[src/rtl/complex_accum_pkg.sv]
// Shared definitions for the complex frame accumulator: input FSM states,
// saturation mode names and a ceiling-log2 helper for sizing the product counter.
package complex_accum_pkg;

    typedef enum logic {
        IDLE  = 1'b0,
        ACCUM = 1'b1
    } acc_state_e;

    localparam string SAT_ON  = "ON";
    localparam string SAT_OFF = "OFF";

    function automatic int clog2(input int value);
        int r;
        r = 0;
        while ((32'sd1 <<< r) < value) begin
            r = r + 32'sd1;
        end
        return r;
    endfunction

endpackage

[src/rtl/complex_accum_sat_add.sv]
// Signed W-bit adder that either clamps to the signed range or wraps,
// and reports signed overflow in both modes.
module sat_add
    import complex_accum_pkg::*;
#(
    parameter int    W        = 7,
    parameter string SAT_MODE = SAT_ON
) (
    input  logic signed [W-1:0] a,
    input  logic signed [W-1:0] b,
    output logic signed [W-1:0] sum,
    output logic                ovf
);

    localparam bit SAT_EN = (SAT_MODE == SAT_ON);

    logic [W:0] full_s;

    // One extra bit exposes overflow as a mismatch of the two top bits
    always_comb begin
        full_s = {a[W-1], a} + {b[W-1], b};
        ovf    = full_s[W] ^ full_s[W-1];
        if (ovf && SAT_EN) begin
            sum = full_s[W] ? {1'b1, {(W-1){1'b0}}} : {1'b0, {(W-1){1'b1}}};
        end else begin
            sum = full_s[W-1:0];
        end
    end

endmodule

[src/rtl/complex_accum.sv]
// Accumulates LEN complex products per frame and offers each frame sum on a
// ready/valid port; the next frame keeps accumulating while a sum is held.
module complex_accum
    import complex_accum_pkg::*;
#(
    parameter int    WIDTH    = 5,
    parameter int    LEN      = 4,
    parameter int    GUARD    = 2,
    parameter string SATURATE = SAT_ON
) (
    input  logic                           clk,
    input  logic                           rst_n,
    input  logic                           p_valid,
    input  logic signed [WIDTH-1:0]        pr,
    input  logic signed [WIDTH-1:0]        pi,
    input  logic                           clear,
    output logic                           s_valid,
    input  logic                           s_ready,
    output logic signed [WIDTH+GUARD-1:0]  sr,
    output logic signed [WIDTH+GUARD-1:0]  si,
    output logic                           s_ovf,
    output logic                           overrun
);

    localparam int ACC_W = WIDTH + GUARD;
    localparam int CNT_W = clog2(LEN);
    localparam logic [CNT_W-1:0] LAST_CNT = CNT_W'(LEN - 1);

    acc_state_e             state_q, state_d;
    logic [CNT_W-1:0]       cnt_q, cnt_d;
    logic signed [ACC_W-1:0] acc_r_q, acc_r_d, acc_i_q, acc_i_d;
    logic                   fovf_q, fovf_d;
    logic                   s_valid_q, s_valid_d;
    logic signed [ACC_W-1:0] sr_q, sr_d, si_q, si_d;
    logic                   s_ovf_q, s_ovf_d;
    logic                   overrun_q, overrun_d;

    logic                   first_s, last_s, free_s, add_ovf_s;
    logic [CNT_W-1:0]       cnt_base_s;
    logic signed [ACC_W-1:0] add_a_r_s, add_a_i_s, sext_pr_s, sext_pi_s;
    logic signed [ACC_W-1:0] sum_r_s, sum_i_s;
    logic                   ovf_r_s, ovf_i_s;

    sat_add #(.W(ACC_W), .SAT_MODE(SATURATE)) u_add_re (
        .a   (add_a_r_s),
        .b   (sext_pr_s),
        .sum (sum_r_s),
        .ovf (ovf_r_s)
    );

    sat_add #(.W(ACC_W), .SAT_MODE(SATURATE)) u_add_im (
        .a   (add_a_i_s),
        .b   (sext_pi_s),
        .sum (sum_i_s),
        .ovf (ovf_i_s)
    );

    // A frame's first product (or one arriving with clear) adds onto zero, so no zeroing cycle is needed
    always_comb begin
        first_s    = (state_q == IDLE) || clear;
        cnt_base_s = first_s ? {CNT_W{1'b0}} : cnt_q;
        add_a_r_s  = first_s ? {ACC_W{1'b0}} : acc_r_q;
        add_a_i_s  = first_s ? {ACC_W{1'b0}} : acc_i_q;
        sext_pr_s  = {{GUARD{pr[WIDTH-1]}}, pr};
        sext_pi_s  = {{GUARD{pi[WIDTH-1]}}, pi};
        add_ovf_s  = (first_s ? 1'b0 : fovf_q) | ovf_r_s | ovf_i_s;
        last_s     = p_valid && (cnt_base_s == LAST_CNT);
        free_s     = !s_valid_q || s_ready;
    end

    // Input-side FSM, accumulators and the output register next-state logic
    always_comb begin
        state_d   = state_q;
        cnt_d     = cnt_q;
        acc_r_d   = acc_r_q;
        acc_i_d   = acc_i_q;
        fovf_d    = fovf_q;
        s_valid_d = s_valid_q;
        sr_d      = sr_q;
        si_d      = si_q;
        s_ovf_d   = s_ovf_q;
        overrun_d = overrun_q;

        if (p_valid) begin
            if (last_s) begin
                state_d = IDLE;
                cnt_d   = {CNT_W{1'b0}};
                acc_r_d = {ACC_W{1'b0}};
                acc_i_d = {ACC_W{1'b0}};
                fovf_d  = 1'b0;
            end else begin
                state_d = ACCUM;
                cnt_d   = cnt_base_s + {{(CNT_W-1){1'b0}}, 1'b1};
                acc_r_d = sum_r_s;
                acc_i_d = sum_i_s;
                fovf_d  = add_ovf_s;
            end
        end else if (clear) begin
            state_d = IDLE;
            cnt_d   = {CNT_W{1'b0}};
            acc_r_d = {ACC_W{1'b0}};
            acc_i_d = {ACC_W{1'b0}};
            fovf_d  = 1'b0;
        end else begin
            state_d = state_q;
        end

        // A completed frame that finds the register occupied is dropped and flagged
        if (last_s && free_s) begin
            s_valid_d = 1'b1;
            sr_d      = sum_r_s;
            si_d      = sum_i_s;
            s_ovf_d   = add_ovf_s;
        end else if (last_s) begin
            overrun_d = 1'b1;
        end else if (s_valid_q && s_ready) begin
            s_valid_d = 1'b0;
        end else begin
            s_valid_d = s_valid_q;
        end
    end

    // State and output registers
    always_ff @(posedge clk or negedge rst_n) begin
        if (!rst_n) begin
            state_q   <= IDLE;
            cnt_q     <= {CNT_W{1'b0}};
            acc_r_q   <= {ACC_W{1'b0}};
            acc_i_q   <= {ACC_W{1'b0}};
            fovf_q    <= 1'b0;
            s_valid_q <= 1'b0;
            sr_q      <= {ACC_W{1'b0}};
            si_q      <= {ACC_W{1'b0}};
            s_ovf_q   <= 1'b0;
            overrun_q <= 1'b0;
        end else begin
            state_q   <= state_d;
            cnt_q     <= cnt_d;
            acc_r_q   <= acc_r_d;
            acc_i_q   <= acc_i_d;
            fovf_q    <= fovf_d;
            s_valid_q <= s_valid_d;
            sr_q      <= sr_d;
            si_q      <= si_d;
            s_ovf_q   <= s_ovf_d;
            overrun_q <= overrun_d;
        end
    end

    assign s_valid = s_valid_q;
    assign sr      = sr_q;
    assign si      = si_q;
    assign s_ovf   = s_ovf_q;
    assign overrun = overrun_q;

endmodule

[config.mk]
export PLATFORM = sky130hd
export DESIGN_NAME = complex_accum
export DESIGN_NICKNAME = d
export VERILOG_FILES = /design/src/rtl/complex_accum_pkg.sv /design/src/rtl/complex_accum_sat_add.sv /design/src/rtl/complex_accum.sv
export SDC_FILE = /design/constraint.sdc
export NUM_CORES = 1
export LEC_CHECK = 0
export CAP_MARGIN = 25
export CORE_MARGIN = 4
export CORE_UTILIZATION = 40
export CTS_BUF_LIST = sky130_fd_sc_hd__clkbuf_4
export DETAILED_ROUTE_END_ITERATION = 10
export GPL_TIMING_DRIVEN = 0
export HOLD_SLACK_MARGIN = 0.1
export PLACE_DENSITY_LB_ADDON = 0.15
export SLEW_MARGIN = 20
export SYNTH_ARGS = -nofsm -noshare
export SYNTH_HDL_FRONTEND = slang
export SYNTH_SLANG_ARGS = --single-unit
[constraint.sdc]
create_clock -name clk -period 5.2 [get_ports clk]
set_input_delay 0.52 -clock clk [delete_from_list [all_inputs] [get_ports clk]]
set_output_delay 0.52 -clock clk [all_outputs]
set_load 0.05 [all_outputs]
==> impl_metrics.ini, run 1 <==
[drt]
vias_per_cell = 5.10
wl_um = 4590
route.vias.total = 1683
drt_iter0_drc = 56
drtPass1Iterations = 4
drcViolationCount = 0
ant_nets = 0
wl_per_cell_um = 13.9

[worst_hold_path]
hold_end = si[1]
hold_class = reg -> reg
whs_path_depth = 2
worstHoldStart = si[1]

[yosys]
synth-main-ff-cell = dfrtp_1
synth_edf_count = 0
syn_area_per_cell_um2 = 9.79
synth_nets = 251
yosysSeqAreaShare_pct = 40.8
syn_inst = 219
synth.distinct_cells = 37
synth_seq_cells = 35
synth_area_um2 = 2140
async_flop_share_pct = 100
yosysWarnings = 0

[clocking]
cts_buffer_depth = 2
cts_tree = done
clockRootBuffer = clkbuf_4
clock_latency_ns = 0.34
htreeDepth = 2
clkSlewWorstSetupHoldPaths_ns = 0.11
clock-sinks = 35
numCtsBuffers = 5

[run_status]
status = complete, no violations

[worst_setup_path]
reg2reg_from = state_q
startpoint_type = input pin
critPathRequiredTime_ns = 5.43
cp-end-kind = flop
rrSetupSlack_ns = 1.47
critPathMaxFanout = 10
r2r_cells = 12
worstPathArrival_ns = 4.26
criticalPathCategory = in -> reg
reg2reg_to = s_ovf

[global_route]
grt_pass1_wl_um = 8040
grt.overflow.total = 0
grtUsageTotal_pct = 15.8
grt_pass1_vias = 1625
grt_max_degree = 21
grt_antenna_before_repair = 0

[layout]
final_layout_size_suffix_gt1_share_pct = 10.4
final_cells = 330
syn2layout_area_growth_pct = 22.5
diodes = 0
final_common_cell = dfrtp_1
register_area_um2 = 876
fillers = 511
fin_nets = 291
multi_input_area_um2 = 1210
fin_area_um2 = 2630
layout_common_cells = dfrtp_1, clkdlybuf4s50_1, nand2_1, o21ai_0

[floorplan]
fp-row-count = 26
io_pins = 32
die-height_um = 81.2
start_util_pct = 41.7
dieArea_um2 = 6600
die_w_um = 81.2
core-area_um2 = 5140

[pwr]
power.density_nw_per_um2 = 301
intPower_w = 0.000494
pwr-share-clk_pct = 18.0
power_frac_seq_pct = 42.5
power.net_switching_w = 0.000296
p_leak_nw = 1.20
vdd_drop_max_mv = 0.193
combPwrFrac_pct = 39.4
switching_share_pct = 37.5

[timing]
finalSetupViolCount = 0
clock.fmax_mhz = 248
final.min_clock_period_ns = 4.04
drv_slew = 0
fin_crit_sh_pct = 77.6
hold_viol = 0
tightest_slew_ns = 0.606
rsz0062_at_grt = no
fin_skew_ns = 0.00954
slew_headroom_pct = 59.6
fin_setup_tns_ns = 0

[placed_design]
gp_congestion = 0.749
port-buffer-count = 31
place_area_um2 = 2560
place_inst = 321
dp_hpwl_um = 3550

[flow_run]
maxCapViolCount = 0
worst max-delay path by stage:
| stage | start | end | slack [ns] | depth (start not counted) |
|---|---|---|---|---|
| floorplan | clear | s_ovf | 1.97 | 12 |
| global placement | clear | s_ovf | 0.83 | 13 |
| detailed placement | clear | s_ovf | 0.77 | 13 |
| CTS | clear | s_ovf | 1.14 | 13 |
| global route | clear | s_ovf | 0.83 | 13 |
| finish | clear | s_ovf | 1.16 | 13 |
flip-flops by register name, indices dropped and copies added (netlist names):
| name | flops |
|---|---|
| s_valid | 1 |
| si | 7 |
| state_q | 1 |
| overrun | 1 |
| fovf_q | 1 |
| acc_i_q | 7 |
| acc_r_q | 7 |
| cnt_q | 2 |
| sr | 7 |
| s_ovf | 1 |
stage by stage:
stage / worst slack, ns / util (%) / hold slack (ns) / total power, W
after floorplan: 1.97 / - / 0.224 / 0.000556
after global placement: 0.831 / 49.5 / 0.457 / 0.000649
after detailed placement: 0.772 / 49.9 / 0.461 / 0.000655
after CTS: 1.14 / 51.1 / 0.495 / 0.000800
after global routing: 0.826 / 51.1 / 0.517 / 0.000848
final: 1.16 / 51.1 / 0.488 / 0.000791
area by class of cell:
class | instances | area share (%)
Multi-Input combinational cell | 169 | 46.1
Buffer | 5 | 0.714
Sequential cell | 35 | 33.3
Inverter | 10 | 1.43
Clock buffer | 5 | 1.43
Clock inverter | 3 | 0.571
Timing Repair Buffer | 33 | 13.0
Tap cell | 70 | 3.33
per-layer routing:
metal,vias up,share of wire [%],global-route usage [%]
li1,857,-,-
met1,791,53,24.4
met3,2,4.6,3.99
met2,33,42,21.6
met4,0,0.26,4.05
met5,-,0,0
timing repair:
action / CTS / global route
buffers inserted: 0 / 0
hold endpoints to repair: 3 / 0
setup endpoints to repair: 0 / 0
hold buffers: 1 / 0
gates resized for setup: 0 / 0
cell usage after synthesis, types with 2 or more instances:
cell | count | share of area, %
a31oi_1 | 2 | 0.58
nand2b_1 | 6 | 1.8
a2111oi_0 | 2 | 0.82
o21ai_0 | 21 | 4.9
o21bai_1 | 2 | 0.70
mux2_2 | 10 | 5.3
o21a_1 | 6 | 2.1
nor2b_1 | 7 | 2.0
and2_1 | 15 | 4.4
inv_1 | 10 | 1.8
xnor2_1 | 6 | 2.5
clkbuf_1 | 5 | 0.88
nand2_1 | 22 | 3.9
nor3b_1 | 2 | 0.70
a21oi_1 | 7 | 1.6
nor2_2 | 2 | 0.58
ha_1 | 15 | 8.8
nor2_1 | 10 | 1.8
or2b_1 | 2 | 0.70
dfrtp_1 | 35 | 41
a211oi_1 | 2 | 0.70
fa_1 | 2 | 1.9
o21ai_1 | 2 | 0.47
a21o_1 | 4 | 1.4
a22o_1 | 10 | 4.1
power groups by stage:
stage,clock (W),combinational [W],sequential (W)
after global placement,0,0.000308,0.000341
final,0.000143,0.000312,0.000336
after CTS,0.000148,0.000315,0.000337
after detailed placement,0,0.000312,0.000342
after floorplan,0,0.000168,0.000388
after global routing,0.000161,0.000345,0.000342
cell families after synthesis:
kind of cell / after synthesis / share of synthesized area, %
flops: 35 / 40.8
xor+xnor: 7 / 2.86
mux: 10 / 5.25
fa+ha+maj: 17 / 10.6
compound gates: 64 / 20.4
buf+inv: 15 / 2.63
simple gates: 71 / 17.4
worst max-delay path, stage by stage:
cell and delay (ns):
clkdlybuf4s50_1 0.46, nor2b_1 0.46, clkbuf_1 0.43, and2_1 0.20, ha_1 0.19, inv_1 0.06
fa_1 0.39, or2b_1 0.26, a2111oi_0 0.47, a211oi_2 0.14, xor2_1 0.21, nand4_1 0.16
mux2_2 0.29
No activity file was read; power rests on OpenSTA's default activity.
==> run 2: changes to the inputs <==
Clock period 5.2 ns to 3.6 ns, I/O delays scaled along.
==> impl_metrics.ini, run 2 (synthesis results as in run 1) <==
[run_status]
status = complete, no violations

[layout]
syn2layout_area_growth_pct = 23.3
diodes = 0
layout_common_cells = dfrtp_1, clkdlybuf4s50_1, nand2_1, o21ai_0
fillers = 514
fin_nets = 291
final_layout_size_suffix_gt1_share_pct = 11.5
final_cells = 330
final_common_cell = dfrtp_1

[clocking]
clkSlewWorstSetupHoldPaths_ns = 0.11
cts_buffer_depth = 2
htreeDepth = 2
clock_latency_ns = 0.35
clockRootBuffer = clkbuf_4
cts_tree = done
clock-sinks = 35
cts_setup_buffers = 0
numCtsBuffers = 5

[timing]
clock.fmax_mhz = 294
finalSetupViolCount = 0
final.min_clock_period_ns = 3.40
fin_crit_sh_pct = 94.5
rsz0062_at_grt = no
slew_headroom_pct = 59.4
tightest_slew_ns = 0.609
hold_viol = 0
drv_slew = 0
fin_skew_ns = 0.0102

[pwr]
intPower_w = 0.000716
power.density_nw_per_um2 = 435
combPwrFrac_pct = 39.6
switching_share_pct = 37.8
pwr-share-clk_pct = 18.2
vdd_drop_max_mv = 0.280
total_power_w = 0.00115
power_frac_seq_pct = 42.2
power.net_switching_w = 0.000435
p_leak_nw = 1.21

[flow_run]
maxCapViolCount = 0

[floorplan]
core-area_um2 = 5140
fp-row-count = 26
die_w_um = 81.2
io_pins = 32
start_util_pct = 41.7
dieArea_um2 = 6600
die-height_um = 81.2

[worst_setup_path]
rrSetupSlack_ns = 0.35
worstPathArrival_ns = 3.64
criticalPathCategory = in -> reg
cp-end-kind = flop
startpoint_type = input pin
critPathMaxFanout = 10
r2r_cells = 12
reg2reg_from = state_q
critPathLaunch = clear
cp_slowest_cell = clkdlybuf4s50_1
worst_path_dominant_cell_family = simple AND/OR/NAND/NOR gates
crit_path_cell_trace = clkdlybuf4s50_1 -> nor2b_4 -> buf_2 -> and2_1 -> ha_1 -> inv_1 -> fa_1 -> or2b_1 -> a21o_1 -> a211oi_2 -> xor2_1 -> nand4_1 -> mux2_2
max_stage_delay_ns = 0.50
critical_path_depth = 13
path_buf_inv = 3
reg2reg_to = s_ovf
critPathRequiredTime_ns = 3.83

[global_route]
grt_max_degree = 21
grt_pass1_vias = 1625
grt.overflow.total = 0
grt_antenna_before_repair = 0
grtUsageTotal_pct = 15.8
grt_pass1_wl_um = 8040

[placed_design]
dp_hpwl_um = 3550
place_inst = 321
gp_congestion = 0.749
port-buffer-count = 31

[drt]
drtPass1Iterations = 4
ant_nets = 0
route.vias.total = 1693
drcViolationCount = 0
wl_per_cell_um = 14.0
vias_per_cell = 5.13
drt_iter0_drc = 58
wl_um = 4620

[worst_hold_path]
hold_class = in -> async
-- run 2: cell types whose count changed in the layout (fill, tap and decap cells not counted), sizes merged --
| cell | previous run | this run |
|---|---|---|
| clkbuf | 10 | 9 |
| buf | 2 | 3 |
-- run 2: repair_timing --
action / CTS / global route
hold endpoints to repair: 15 / 0
pin swaps: 0 / 0
endpoints found under the setup margin: 24 / 22
resized for setup: 2 / 5
hold buffers: 1 / 0
-- run 2: stage by stage --
step           hold slack, ns  setup TNS [ns]  util [%]  setup WS, ns  cell area, um2
6_report                0.456               0      51.4         0.200            2640
5_1_grt                 0.479               0      51.4       0.00745            2640
4_1_cts                 0.469               0      51.2       0.00210            2630
3_5_place_dp            0.315          -12.91      49.9        -0.668            2560
3_3_place_gp            0.457          -11.95      49.5        -0.609            2540
2_1_floorplan          0.0644               0         -         0.534            2140
-- run 2: final cells by class --
| cell class | instances | area [um2] | share of cell area, % |
|---|---|---|---|
| multi-input cells | 169 | 1230 | 46.4 |
| flip-flops and latches | 35 | 876 | 33.1 |
| repair buffers | 33 | 343 | 13.0 |
| well taps | 70 | 87.6 | 3.31 |
| clock buffers | 5 | 37.5 | 1.42 |
| inverters | 10 | 37.5 | 1.42 |
| plain buffers | 5 | 20.0 | 0.757 |
| clock inverters | 3 | 15.0 | 0.568 |
-- run 2: worst max-delay path by stage --
stage                     endpoint  slack, ns
after floorplan              s_ovf       0.53
after global placement       s_ovf      -0.61
after detailed placement     s_ovf      -0.67
after CTS                    s_ovf      0.002
after global routing         s_ovf      0.007
final                        s_ovf       0.20
-- run 2: metal layers --
layer	part of all wire [%]	vias up	track usage (%)	wire length, um
li1	-	858	-	-
met1	53	793	24.4	2450
met2	41	36	21.6	1910
met3	4.6	6	3.99	211
met4	1.0	0	4.05	47
met5	0	-	0	0
-- run 2: worst reg2reg max path: stages, from the launching register on --
cell and delay (ns):
dfrtp_1 0.37, nor2b_4 0.24, buf_2 0.26, and2_1 0.17
ha_1 0.19, inv_1 0.06, fa_1 0.39, or2b_1 0.28
a21o_1 0.18, a211oi_2 0.31, xor2_1 0.23, nand4_1 0.17
mux2_2 0.29
-- run 2: power by group through the flow --
stage               Combinational (W)  Clock (W)  Sequential (W)
global route                 0.000501   0.000233        0.000495
detailed placement           0.000451          0        0.000494
CTS                          0.000455   0.000214        0.000486
global placement             0.000444          0        0.000493
floorplan                    0.000243          0        0.000561
finish                       0.000455   0.000209        0.000486
